==> src/rtl/bram_port_arbiter_if.sv <==
// Requester, clear-control and BRAM pin bundle for bram_port_arbiter.
// The arbiter takes the slave side; requesters and the BRAM sit on the master side.
interface bram_port_arbiter_if #(
  parameter int unsigned DATA_WIDTH = 32,
  parameter int unsigned ADDR_WIDTH = 16
);
  logic                  wr_valid;
  logic                  wr_ready;
  logic [ADDR_WIDTH-1:0] wr_addr;
  logic [DATA_WIDTH-1:0] wr_data;

  logic                  rd_valid;
  logic                  rd_ready;
  logic [ADDR_WIDTH-1:0] rd_addr;
  logic                  rd_rvalid;
  logic [DATA_WIDTH-1:0] rd_rdata;

  logic                  clr_start;
  logic                  clr_busy;
  logic                  clr_done;

  logic                  bram_we;
  logic [ADDR_WIDTH-1:0] bram_addr;
  logic [DATA_WIDTH-1:0] bram_din;
  logic [DATA_WIDTH-1:0] bram_dout;

  modport slave (
    input  wr_valid, wr_addr, wr_data,
    output wr_ready,
    input  rd_valid, rd_addr,
    output rd_ready, rd_rvalid, rd_rdata,
    input  clr_start,
    output clr_busy, clr_done,
    output bram_we, bram_addr, bram_din,
    input  bram_dout
  );

  modport master (
    output wr_valid, wr_addr, wr_data,
    input  wr_ready,
    output rd_valid, rd_addr,
    input  rd_ready, rd_rvalid, rd_rdata,
    output clr_start,
    input  clr_busy, clr_done,
    input  bram_we, bram_addr, bram_din,
    output bram_dout
  );
endinterface

==> src/rtl/bram_port_arbiter.sv <==
// Round-robin write/read arbiter in front of a single-port BRAM, with a
// clear sequencer that fills the memory with CLEAR_VALUE.
module bram_port_arbiter #(
  parameter int unsigned           DATA_WIDTH     = 32,
  parameter int unsigned           ADDR_WIDTH     = 16,
  parameter bit                    CLEAR_ON_RESET = 1'b1,
  parameter logic [DATA_WIDTH-1:0] CLEAR_VALUE    = '0
) (
  input logic               clk,
  input logic               rst,
  bram_port_arbiter_if.slave bus
);

  typedef enum logic [1:0] {
    ST_IDLE,
    ST_CLEAR,
    ST_RUN
  } state_e;

  typedef enum logic {
    SIDE_WR,
    SIDE_RD
  } side_e;

  state_e                state_q,     state_d;
  side_e                 rr_last_q,   rr_last_d;
  logic [ADDR_WIDTH-1:0] clr_addr_q,  clr_addr_d;
  logic [ADDR_WIDTH-1:0] addr_hold_q, addr_hold_d;
  logic                  rd_rvalid_q, rd_rvalid_d;
  logic                  clr_done_q,  clr_done_d;

  logic wr_grant;
  logic rd_grant;
  logic sweep_last;

  assign sweep_last = (clr_addr_q == '1);

  always_comb begin
    wr_grant = 1'b0;
    rd_grant = 1'b0;
    if (state_q == ST_RUN) begin
      if (bus.wr_valid && bus.rd_valid) begin
        if (rr_last_q == SIDE_RD) begin
          wr_grant = 1'b1;
        end else begin
          rd_grant = 1'b1;
        end
      end else begin
        wr_grant = bus.wr_valid;
        rd_grant = bus.rd_valid;
      end
    end
  end

  // Address is held from the previous cycle when nothing is granted, so the
  // BRAM keeps presenting the last location on dout.
  always_comb begin
    bus.bram_we   = 1'b0;
    bus.bram_addr = addr_hold_q;
    bus.bram_din  = bus.wr_data;
    if (state_q == ST_CLEAR) begin
      bus.bram_we   = 1'b1;
      bus.bram_addr = clr_addr_q;
      bus.bram_din  = CLEAR_VALUE;
    end else if (wr_grant) begin
      bus.bram_we   = 1'b1;
      bus.bram_addr = bus.wr_addr;
    end else if (rd_grant) begin
      bus.bram_addr = bus.rd_addr;
    end
  end

  assign bus.wr_ready  = wr_grant;
  assign bus.rd_ready  = rd_grant;
  assign bus.rd_rvalid = rd_rvalid_q;
  assign bus.rd_rdata  = bus.bram_dout;
  assign bus.clr_busy  = (state_q == ST_CLEAR);
  assign bus.clr_done  = clr_done_q;

  always_comb begin
    state_d     = state_q;
    rr_last_d   = rr_last_q;
    clr_addr_d  = clr_addr_q;
    addr_hold_d = bus.bram_addr;
    rd_rvalid_d = rd_grant;
    clr_done_d  = 1'b0;
    unique case (state_q)
      ST_IDLE: begin
        state_d = CLEAR_ON_RESET ? ST_CLEAR : ST_RUN;
      end
      ST_CLEAR: begin
        clr_addr_d = clr_addr_q + ADDR_WIDTH'(1);
        if (sweep_last) begin
          clr_done_d = 1'b1;
          clr_addr_d = '0;
          state_d    = ST_RUN;
        end
      end
      ST_RUN: begin
        if (wr_grant) begin
          rr_last_d = SIDE_WR;
        end else if (rd_grant) begin
          rr_last_d = SIDE_RD;
        end
        if (bus.clr_start) begin
          state_d = ST_CLEAR;
        end
      end
      default: begin
        state_d = ST_IDLE;
      end
    endcase
  end

  always_ff @(posedge clk) begin
    if (rst) begin
      state_q     <= ST_IDLE;
      rr_last_q   <= SIDE_RD;
      clr_addr_q  <= '0;
      addr_hold_q <= '0;
      rd_rvalid_q <= 1'b0;
      clr_done_q  <= 1'b0;
    end else begin
      state_q     <= state_d;
      rr_last_q   <= rr_last_d;
      clr_addr_q  <= clr_addr_d;
      addr_hold_q <= addr_hold_d;
      rd_rvalid_q <= rd_rvalid_d;
      clr_done_q  <= clr_done_d;
    end
  end

endmodule

==> src/flat_wrapper.sv <==
// flat-port wrapper written by rule: the top's interface ports become plain ports
module bram_port_arbiter_flat 
#(
  parameter int unsigned           DATA_WIDTH     = 32,
  parameter int unsigned           ADDR_WIDTH     = 16,
  parameter bit                    CLEAR_ON_RESET = 1'b1,
  parameter logic [DATA_WIDTH-1:0] CLEAR_VALUE    = '0
)
  (clk, rst, bus_wr_valid, bus_wr_addr, bus_wr_data, bus_wr_ready, bus_rd_valid, bus_rd_addr, bus_rd_ready, bus_rd_rvalid, bus_rd_rdata, bus_clr_start, bus_clr_busy, bus_clr_done, bus_bram_we, bus_bram_addr, bus_bram_din, bus_bram_dout);
  bram_port_arbiter_if #(.DATA_WIDTH(DATA_WIDTH), .ADDR_WIDTH(ADDR_WIDTH)) bus_i ();
  input logic clk;
  input logic rst;
  input wire logic [$bits(bus_i.wr_valid)-1:0] bus_wr_valid;
  input wire logic [$bits(bus_i.wr_addr)-1:0] bus_wr_addr;
  input wire logic [$bits(bus_i.wr_data)-1:0] bus_wr_data;
  output wire logic [$bits(bus_i.wr_ready)-1:0] bus_wr_ready;
  input wire logic [$bits(bus_i.rd_valid)-1:0] bus_rd_valid;
  input wire logic [$bits(bus_i.rd_addr)-1:0] bus_rd_addr;
  output wire logic [$bits(bus_i.rd_ready)-1:0] bus_rd_ready;
  output wire logic [$bits(bus_i.rd_rvalid)-1:0] bus_rd_rvalid;
  output wire logic [$bits(bus_i.rd_rdata)-1:0] bus_rd_rdata;
  input wire logic [$bits(bus_i.clr_start)-1:0] bus_clr_start;
  output wire logic [$bits(bus_i.clr_busy)-1:0] bus_clr_busy;
  output wire logic [$bits(bus_i.clr_done)-1:0] bus_clr_done;
  output wire logic [$bits(bus_i.bram_we)-1:0] bus_bram_we;
  output wire logic [$bits(bus_i.bram_addr)-1:0] bus_bram_addr;
  output wire logic [$bits(bus_i.bram_din)-1:0] bus_bram_din;
  input wire logic [$bits(bus_i.bram_dout)-1:0] bus_bram_dout;
  assign bus_i.wr_valid = bus_wr_valid;
  assign bus_i.wr_addr = bus_wr_addr;
  assign bus_i.wr_data = bus_wr_data;
  assign bus_wr_ready = bus_i.wr_ready;
  assign bus_i.rd_valid = bus_rd_valid;
  assign bus_i.rd_addr = bus_rd_addr;
  assign bus_rd_ready = bus_i.rd_ready;
  assign bus_rd_rvalid = bus_i.rd_rvalid;
  assign bus_rd_rdata = bus_i.rd_rdata;
  assign bus_i.clr_start = bus_clr_start;
  assign bus_clr_busy = bus_i.clr_busy;
  assign bus_clr_done = bus_i.clr_done;
  assign bus_bram_we = bus_i.bram_we;
  assign bus_bram_addr = bus_i.bram_addr;
  assign bus_bram_din = bus_i.bram_din;
  assign bus_i.bram_dout = bus_bram_dout;
  bram_port_arbiter #(.DATA_WIDTH(DATA_WIDTH), .ADDR_WIDTH(ADDR_WIDTH), .CLEAR_ON_RESET(CLEAR_ON_RESET), .CLEAR_VALUE(CLEAR_VALUE)) u_core (.clk(clk), .rst(rst), .bus(bus_i));
endmodule
==> config.mk <==
export PLATFORM = sky130hd
export DESIGN_NAME = bram_port_arbiter_flat
export DESIGN_NICKNAME = d
export VERILOG_FILES = /design/src/rtl/bram_port_arbiter_if.sv /design/src/rtl/bram_port_arbiter.sv /design/src/flat_wrapper.sv
export SDC_FILE = /design/constraint.sdc
export NUM_CORES = 1
export LEC_CHECK = 0
export CAP_MARGIN = 15
export CORE_MARGIN = 8
export CORE_UTILIZATION = 34
export DETAILED_ROUTE_END_ITERATION = 16
export PLACE_DENSITY = 0.83
export SLEW_MARGIN = 30
export SYNTH_ARGS = -nofsm -noshare
export SYNTH_HDL_FRONTEND = slang
export SYNTH_SLANG_ARGS = --single-unit
==> constraint.sdc <==
create_clock -name clk -period 2.1 [get_ports clk]
set_input_delay 0.315 -clock clk [delete_from_list [all_inputs] [get_ports clk]]
set_output_delay 0.315 -clock clk [all_outputs]
set_load 0.01 [all_outputs]
# ---- Yosys cells after proc, flatten, opt, wreduce, memory -nomap -nowiden
# Index checks and enable logic that the tools add are counted.
dict set report totals {
  out_inout_bits 86
  regBits 37
  elab_cells 38
  in_bits 101
}
dict set report op_classes {
  bitwise 1
  mux 19
  n_eq_ne 5
  reduce_logical 6
  add_sub_neg 1
}
# cell count
set op_table {}
lappend op_table {{two-way mux 16 bit} 4}
lappend op_table {{two-way mux 32 bit} 1}
lappend op_table {{adder 16 x 1 -> 16 bit, second input constant} 1}
lappend op_table {{equality test 16 bit, second input constant} 1}
lappend op_table {{two-way mux 1 bit} 11}
lappend op_table {{case mux 2 bit (3 select lines)} 1}
lappend op_table {{two-way mux 2 bit} 2}
lappend op_table {{AND reduction 2 bit} 2}
lappend op_table {{equality test 2 x 1 -> 1 bit, second input constant} 1}
lappend op_table {{equality test 2 bit, second input constant} 1}
lappend op_table {{zero test 2 bit} 1}
lappend op_table {{!= test 2 x 1 -> 1 bit, second input constant} 1}
lappend op_table {{!= test 2 bit, second input constant} 1}
lappend op_table {{nonzero test 2 bit} 1}
lappend op_table {{OR reduction 2 bit} 1}
lappend op_table {{logical AND 1 bit} 1}
lappend op_table {{NOT 1 bit} 1}

# ---- Depth between registers and ports, before layout
dict set report depth {
  word_depth 6
  ltp_mapped 7
  mapped_depth_nobuf 6
}

# ---- Worst setup path after synthesis
# No wires, ideal clock.
dict set report synth_timing {
  path_type {register to output}
  start {reg u_core.state_q[0]}
  end {out bus_bram_addr[10]}
  t_arrival_ns 1.382
  n_path_buf 2
  setup_slack_ns 0.403
  stages_incl_launch_ff 7
  cell_sequence {dfxtp_1 nand3b_1 a21o_1 buf_6 buf_6 mux2i_1 o21ai_0}
}
dict set report synth_via {
  elab_chain_len 5
}
# element line_no
set synth_rtl {}
lappend synth_rtl {{start: declaration} bram_port_arbiter.sv:25} ;# state_e state_q, state_d;
lappend synth_rtl {{start signal: assignment} bram_port_arbiter.sv:124} ;# state_q <= state_d;
lappend synth_rtl {{equality test 2 bit} bram_port_arbiter.sv:41} ;# if (state_q == ST_RUN) begin
lappend synth_rtl {{two-way mux 1 bit} bram_port_arbiter.sv:41}
lappend synth_rtl {{two-way mux 16 bit} bram_port_arbiter.sv:68} ;# end else if (rd_grant) begin
lappend synth_rtl {{two-way mux 16 bit} bram_port_arbiter.sv:65} ;# end else if (wr_grant) begin
lappend synth_rtl {{two-way mux 16 bit *} bram_port_arbiter.sv:61} ;# if (state_q == ST_CLEAR) begin
lappend synth_rtl {{end: declaration} flat_wrapper.sv:26} ;# output wire logic [$bits(bus_i.bram_addr)-1:0] bus_bram_addr;
# Every way passes the cells marked *; elsewhere a longest branch is shown, timed or not.

# ---- Final worst setup path
dict set report layout_timing {
  start {reg u_core.state_q[0]}
  end {out bus_bram_addr[8]}
}
# The elaborated chain is that of the path after synthesis.

==> impl_metrics.py <==
metrics = {
    "worst_hold_path": {
        "holdPathEnd": "u_core.rr_last_q$_SDFFE_PP1P_",
        "min_path_cells": 3,
        "worstHoldPathType": "primary input to register",
        "min_from": "bus_rd_valid",
    },
    "pwr": {
        "pwr-share-comb_pct": 24.0,
        "switching_power_w": 0.000408,
        "internal-power_w": 0.00118,
        "p_clk_share_pct": 30.4,
        "vdd_drop_max_mv": 0.270,
        "p_leak_nw": 1.61,
        "swShare_pct": 25.6,
        "powerDensity_nw_per_um2": 416,
        "p_seq_share_pct": 45.6,
    },
    "drt": {
        "drtPass1Iterations": 6,
        "drtAntennaViolNets": 0,
        "drt_iter0_drc": 128,
        "drt-vias-per-instance": 5.27,
        "drc": 0,
        "routedWlPerCell_um": 18.3,
        "drt_wl_total_um": 8700,
        "vias": 2507,
    },
    "global_route": {
        "grt_start_max_net_pins": 33,
        "gr-total-overflow": 0,
        "grt_pass1_vias": 2551,
        "antenna_found_initial": 0,
        "grt_usage_pct": 16.3,
        "grt_pass1_wl_um": 12800,
    },
    "critical_path": {
        "r2r_end": "u_core.clr_addr_q[9]$_SDFFE_PP0P_",
        "crit_arrival_ns": 1.74,
        "cp_top_family": "compound AO/OA/AOI/OAI gates",
        "endpoint_kind": "output pin",
        "crit_chain": "nand3b_1, a21o_4, clkbuf_16, mux2i_2, a21oi_1, clkbuf_2",
        "crit_path_max_incr_delay_ns": 0.34,
        "reg2reg_depth": 6,
        "crit_buf_inv": 2,
        "required_ns": 1.78,
        "critPathLaunchType": "register",
        "r2r-start": "u_core.clr_addr_q[0]$_SDFFE_PP0P_",
        "crit_type": "register to output pin",
        "rrSetupSlack_ns": 0.38,
        "slowest_stage": "dfxtp_2",
        "path_max_fanout": 4,
    },
    "cells_and_area": {
        "post-route-util_pct": 56.6,
        "design_area_sq_um": 3820,
        "area_growth_pct": 61.6,
        "nets": 497,
        "final-instance-count-excl-fill": 476,
        "drive_above_1_share_pct": 21.7,
        "antennaDiodeCount": 0,
    },
    "placed_design": {
        "gp_congestion": 0.893,
        "dp.cells": 460,
        "place_area_sq_um": 3580,
        "hpwl_um": 6530,
        "io_buffers": 122,
    },
    "clocking": {
        "cts_buffers": 5,
        "cts.sinks": 37,
        "cts_tree": "yes",
        "cts_buffer_depth": 2,
        "cts_root_buf": "clkbuf_8",
        "htree_levels": 2,
        "clk_pin_slew_ns": 0.07,
        "insertion_delay_ns": 0.29,
    },
    "timing": {
        "fin_worst_skew_ns": 0.00538,
        "slew_headroom_pct": 68.0,
        "fin_crit_ns": 2.05,
        "finalCritPeriodShare_pct": 97.8,
        "slew_viol_final": 0,
        "setup_violations": 0,
        "fmax_ghz": 0.487,
        "tns_ns": 0,
        "hold_viol": 0,
        "worst_slew_pin_slew_ns": 0.479,
    },
    "synth": {
        "yosysSeqAreaShare_pct": 31.3,
        "synth_most_common_cell": "dfxtp_1",
        "async_flop_share_pct": 0,
        "ys_types": 44,
        "synthTopCellsByCount": "dfxtp_1, and2_1, buf_4, mux2i_1",
        "ys.warnings.count": 0,
        "avgSynthCellArea_sq_um": 8.42,
        "syn-instance-count": 281,
        "yosysTopAreaCellShare_pct": 31.3,
        "synth_area_leaders": "dfxtp_1, buf_4, and2_1",
        "synth-seq-cells": 37,
        "synth_edf_count": 0,
        "yosys.area.top_type": "dfxtp_1",
        "syn_area_sq_um": 2370,
        "synthesis.nets": 383,
        "synthFlopType": "dfxtp_1",
    },
    "floorplan": {
        "core_sq_um": 6760,
        "io_pins": 187,
        "die_width_um": 99.4,
        "num_rows": 30,
        "start_util_pct": 35.0,
        "dieHeight_um": 99.4,
        "die_area_sq_um": 9890,
    },
    "run": {
        "maxCapViolCount": 0,
    },
    "run_status": {
        "outcome": "completed",
    },
}
-- power groups by stage --
stage | combinational [W] | clock [W] | sequential, W
2_1_floorplan | 0.000185 | 0 | 0.000738
6_report | 0.000383 | 0.000483 | 0.000726
5_1_grt | 0.000411 | 0.000516 | 0.000726
3_5_place_dp | 0.000379 | 0 | 0.000741
3_3_place_gp | 0.000377 | 0 | 0.000740
4_1_cts | 0.000377 | 0.000489 | 0.000724
-- layer usage --
layer | GRT usage [%] | up-vias | routed length [um]
li1 | - | 1185 | -
met1 | 14.9 | 1156 | 3060
met2 | 28.9 | 130 | 4430
met3 | 7.61 | 36 | 947
met4 | 9.43 | 0 | 264
met5 | 0 | - | 0
-- per-stage QoR --
step	setup WS (ns)	hold slack, ns	power (W)
3_5_place_dp	-0.519	0.514	0.00112
5_1_grt	-0.0305	0.426	0.00165
2_1_floorplan	0.403	0.475	0.000924
4_1_cts	-0.138	0.531	0.00159
3_3_place_gp	-0.445	0.499	0.00112
6_report	0.0458	0.428	0.00159
-- registers in the layout, indices dropped and copies added (netlist names) --
signal and cells:
u_core.bus.clr_done 1, u_core.bus.rd_rvalid 1, u_core.state_q 2, u_core.addr_hold_q 16, u_core.rr_last_q 1, u_core.clr_addr_q 16
-- tightest hold or removal path: cells and delay by family --
family          cells  cell delay (ns)
compound gates      1             0.09
buf+inv             1             0.13
simple gates        1             0.12
-- how the worst max path moves through the flow --
stage,cells after the start,to,startpoint
floorplan,6,bus_bram_addr[10],u_core.state_q[0]$_SDFFE_PP0P_
global placement,7,bus_bram_addr[3],bus_rd_valid
detailed placement,7,bus_bram_addr[3],bus_rd_valid
CTS,7,bus_bram_addr[3],bus_rd_valid
global route,6,bus_bram_addr[8],u_core.state_q[0]$_SDFFE_PP0P_
finish,6,bus_bram_addr[8],u_core.state_q[0]$_SDFFE_PP0P_
-- cell families (layout without fill, tap and decap cells) --
| logic type | count (synthesis) | in the layout | share of synthesized area (%) |
|---|---|---|---|
| multiplexers | 16 | 16 | 6.77 |
| XOR/XNOR | 11 | 11 | 4.07 |
| adder cells (fa/ha/maj) | 1 | 1 | 0.528 |
| AND/OR/NAND/NOR | 102 | 102 | 26.4 |
| flip-flops | 37 | 37 | 31.3 |
| AO/OA/AOI/OAI | 58 | 58 | 15.6 |
| buffers and inverters | 56 | 171 | 15.3 |
-- final cells by class --
type,count,area [sq um]
clock buffer,6,72.6
clock inverter,2,10.0
fill,590,2930
inverter,8,36.3
multi-input combinational,188,1370
sequential,37,743
tap,80,100
timing repair buffer,155,1500
-- layout by cell type, fill, tap and decap left out, types with 2 or more instances in the layout --
master           count
a211oi_1             4
a21oi_1             10
a22oi_1             11
and2_1              32
and3_1               3
and3_4               2
buf_12               4
buf_2               11
buf_4               26
clkbuf_16            2
clkbuf_2             5
clkbuf_8             5
clkdlybuf4s50_1     94
clkinv_2             3
dfxtp_1             35
dfxtp_2              2
dlygate4sd2_1        2
dlymetal6s2s_1       9
inv_1                6
mux2i_1              7
mux2i_2              5
mux2i_4              4
nand2_1             15
nand2b_4             2
nand3_1              3
nand3b_1             3
nand4_1              7
nor2_1              15
nor3_1               3
nor4_1               7
o21ai_0              6
o21ai_1              5
o21ai_2              2
o22ai_1             12
xnor2_1              9
xor2_1               2
-- repair_timing --
action                     4_1_cts  5_1_grt
setup buffers                    6        0
cloned                           0        2
hold buffers                     0        0
pin swaps                        1        3
setup endpoints to repair       51       39
resized for setup               54       58
(Power assumes the default switching activity.)
==> patch 1: new RTL, config.mk and constraints unchanged <==
`DATA_WIDTH` is set to 32 in 3 places; all go to 64.
--- a/src/rtl/bram_port_arbiter_if.sv
+++ b/src/rtl/bram_port_arbiter_if.sv
@@ -1,7 +1,7 @@
 // Requester, clear-control and BRAM pin bundle for bram_port_arbiter.
 // The arbiter takes the slave side; requesters and the BRAM sit on the master side.
 interface bram_port_arbiter_if #(
-  parameter int unsigned DATA_WIDTH = 32,
+  parameter int unsigned DATA_WIDTH = 64,
   parameter int unsigned ADDR_WIDTH = 16
 );
   logic                  wr_valid;
--- a/src/rtl/bram_port_arbiter.sv
+++ b/src/rtl/bram_port_arbiter.sv
@@ -1,7 +1,7 @@
 // Round-robin write/read arbiter in front of a single-port BRAM, with a
 // clear sequencer that fills the memory with CLEAR_VALUE.
 module bram_port_arbiter #(
-  parameter int unsigned           DATA_WIDTH     = 32,
+  parameter int unsigned           DATA_WIDTH     = 64,
   parameter int unsigned           ADDR_WIDTH     = 16,
   parameter bit                    CLEAR_ON_RESET = 1'b1,
   parameter logic [DATA_WIDTH-1:0] CLEAR_VALUE    = '0
--- a/src/flat_wrapper.sv
+++ b/src/flat_wrapper.sv
@@ -1,7 +1,7 @@
 // flat-port wrapper written by rule: the top's interface ports become plain ports
 module bram_port_arbiter_flat 
 #(
-  parameter int unsigned           DATA_WIDTH     = 32,
+  parameter int unsigned           DATA_WIDTH     = 64,
   parameter int unsigned           ADDR_WIDTH     = 16,
   parameter bit                    CLEAR_ON_RESET = 1'b1,
   parameter logic [DATA_WIDTH-1:0] CLEAR_VALUE    = '0
Ports: changed (resized bus_bram_din, bus_bram_dout, bus_rd_rdata and bus_wr_data); port bits go from 187 to 315. No check against the original RTL was run, so the function may have changed too.
==> patch 1 against the original RTL <==
Power grew 26%; synthesized cell count increased by 24%; hold slack better by 0.081 ns; core utilization up 3.1 points; wire length grew 42%; area after synthesis is 22% higher; setup slack worse by 0.035 ns; sequential cell count unchanged; design area rose by 28%; critical path type unchanged.
==> patch 1: results (changes against the original RTL) <==
- Grt met3 use: 7.67% (+0.062 points)
- Met1 Use GR: 24.4% (+9.5 points)
- Adder-cell share of the synthesized area: 0.435% (-0.094 points)
- Post CTS Setup Buffer Count: 2 (-4)
- GPL Wtd Cong: 0.850 (-4.8%)
- Unique masters post-synth: 47 (+6.8%)
- Worst slew margin: 72.6% (+4.7 points)
- Cells on Worst Hold Path: 4 (+1)
- Gate power share: 27.4% (+3.4 points)
- Critical-path maximum fanout: 17 (+13)
- Pre-CTS setup slack: -0.437 ns (+0.0827 ns)
- Number of detailed-route iterations in the first pass: 5 (-1)
- Logic power comb: 0.551 mW (+44%)
- Share of cells above drive strength 1: 19.6% (-2.2 points)
- Depth of the worst register-to-register path: 5 (-1)
- Post-synthesis net count: 515 (+34%)
- M1 WL: 4930 µm (+61%)
- Fin nets: 656 (+32%)
- Detailed Route WL: 12300 µm (+42%)
- Internal power: 1.53 mW (+29%)
- WL met3: 1280 µm (+35%)
- Static Leak: 2.50 nW (+55%)
- Post-synthesis mux area share: 5.69% (-1.1 points)
- First-pass GRT wire length: 17900 µm (+39%)
- DR iter-0 viols: 236 (+84%)
- Compound-cell area share of the yosys netlist: 13.3% (-2.3 points)
- Outcome: finished, final reports clean
- Top post-synthesis cells by area: dfxtp_1, buf_4, and2_1
- Fin cells: 596 (+25%)
- Fill count: 662 (+12%)
- Met2 routed WL: 5830 µm (+31%)
- Vias: 3088 (+23%)
- Skew final: 0.0123 ns (+0.00689 ns)
- Sequential power share: 35.8% (-9.8 points)
- Reg2reg end: u_core.clr_addr_q[6]
- IO buf count: 186 (+52%)
- Worst R2R Setup Slack: 0.30 ns (-0.08 ns)
- Sequential-to-total area share from yosys stat: 25.7% (-5.6 points)
- # placed instances: 577 (+25%)
- Slowest stage cell, crit path: clkdlybuf4s50_1
- Largest net degree at the start of global routing: 38 (+15%)
- GR Util met2: 29.9% (+0.93 points)
- Hpwl dp: 9250 µm (+42%)
## patch 1: tightest hold or removal path, delay by kind of cell
kind	cells	cell delay, ns
buf+inv	2	0.24
simple gates	1	0.12
compound gates	1	0.07
## patch 1: cell type report
cell class	count	area, µm²	area share (%)
Multi-Input combinational cell	220	1640	33.4
Inverter	8	42.5	0.868
Timing Repair Buffer	218	2210	45.1
Sequential cell	37	746	15.2
Clock inverter	3	65.1	1.33
Clock buffer	5	68.8	1.40
Tap cell	105	131	2.68
## patch 1: worst max path at each step
stage                       from                 to  slack (ns)  depth (start not counted)
5_1_grt        u_core.state_q[1]       bus_clr_busy       -0.06                          4
2_1_floorplan  u_core.state_q[0]  bus_bram_addr[10]        0.43                          6
3_5_place_dp        bus_rd_valid  bus_bram_addr[12]       -0.44                          7
3_3_place_gp        bus_rd_valid   bus_bram_addr[8]       -0.38                          8
6_report       u_core.state_q[1]       bus_clr_busy        0.01                          4
4_1_cts             bus_rd_valid   bus_bram_addr[9]       -0.12                          7
==> patch 2: new RTL, same settings <==
Without the edit above. The 3 states of `state_e` get a one-hot encoding in 3 bits.
--- a/src/rtl/bram_port_arbiter.sv
+++ b/src/rtl/bram_port_arbiter.sv
@@ -11,10 +11,10 @@
   bram_port_arbiter_if.slave bus
 );
 
-  typedef enum logic [1:0] {
-    ST_IDLE,
-    ST_CLEAR,
-    ST_RUN
+  typedef enum logic [2:0] {
+    ST_IDLE  = 3'b001,
+    ST_CLEAR = 3'b010,
+    ST_RUN   = 3'b100
   } state_e;
 
   typedef enum logic {
Check against the original RTL: same outputs for any inputs over 10 cycles, from zero or initial values and one cycle with rst high; not proved beyond that.
==> patch 2 against the original RTL <==
The run now ends with negative setup slack left; power grew 29%; wire length grew 30%; area after synthesis grew 3.5%; non-clock buffer count increased by 42; sequential share of layout area decreased by 2.2 points; hold slack better by 0.0024 ns; sequential cell count rose by 1; design area increased by 16%; setup slack got worse by 0.27 ns; critical path type unchanged; critical endpoint is now bus_bram_addr[3]; highest routed layer unchanged.
==> patch 2: results (changes against the original RTL) <==
- Depth of the worst register-to-register path: 8 (+2)
- Largest registers: u_core.addr_hold_q: 16 flops, u_core.clr_addr_q: 16 flops, u_core.state_q: 3 flops
- Clock buffers: 7 (+1)
- Met2 routed WL: 5700 µm (+28%)
- Crit path to: bus_bram_addr[3]
- Met1 Use GR: 18.3% (+3.4 points)
- Failing checks: negative setup slack
- Global Route Usage Sum: 18.6% (+2.4 points)
- Share of cells above drive strength 1: 39.7% (+18 points)
- CP startpoint: u_core.state_q[0]
- Post-synth top cells: and2_1, dfxtp_1, nand2_1
- Signal buf overhead: 39.6% (+0.48 points)
- WL met3: 1140 µm (+20%)
- #FFs+latches synth: 38 (+2.7%)
- Crit path arrival time: 2.01 ns (+0.27 ns)
- Hpwl dp: 6810 µm (+4.3%)
- Vias: 3086 (+23%)
- Largest net degree at the start of global routing: 35 (+6.1%)
- WL/cell: 20.1 µm (+9.9%)
- Multi-input combinational area share: 37.6% (+1.9 points)
- GR Util met2: 34.5% (+5.6 points)
- Largest vdd supply drop: 0.236 mV (-13%)
- Sequential-to-total area share from yosys stat: 31.1% (-0.24 points)
- Clk tree area frac: 2.06% (-0.10 points)
- Final setup vio count: 46 (+46)
- Fill count: 531 (-10%)
- Worst path top cell family by delay: buffers and inverters
- Post-synthesis net count: 411 (+7.3%)
- Pre-CTS setup slack: -0.441 ns (+0.0786 ns)
- Final worst slack: -0.226 ns (-0.272 ns)
- Setup TNS: -2.83 ns (-2.83 ns)
- Outcome: complete, but fails checks
==> patch 2: cell types whose count changed in the layout (fill, tap and decap cells not counted), moves of 12 or more <==
| cell | change |
|---|---|
| buf_2 | +33 |
| a211oi_4 | +12 |
| nand2_1 | +20 |
| a311oi_1 | +12 |
| buf_4 | +33 |
| clkdlybuf4s50_1 | -25 |
==> patch 2: kinds of logic (layout without fill, tap and decap cells) <==
logic type | Yosys count | count (layout) | synth area share, %
fa+ha+maj | 1 | 1 | 0.511
xor+xnor | 9 | 9 | 3.22
simple gates | 130 | 130 | 29.4
mux | 6 | 6 | 2.45
flops | 38 | 38 | 31.1
compound gates | 69 | 69 | 19.4
buf+inv | 56 | 210 | 14.0
==> patch 2: repair_timing <==
action                                  4_1_cts  5_1_grt
pin swaps                                    14       15
cloned                                        2        3
buffers inserted                             10       11
gates resized for setup                     255       43
endpoints found under the setup margin       55       53
==> patch 2: power breakdown <==
group	internal, mW	switching (mW)
logic	0.433	0.331
clock network	0.265	0.261
registers	0.750	0.0166
total	1.45	0.608
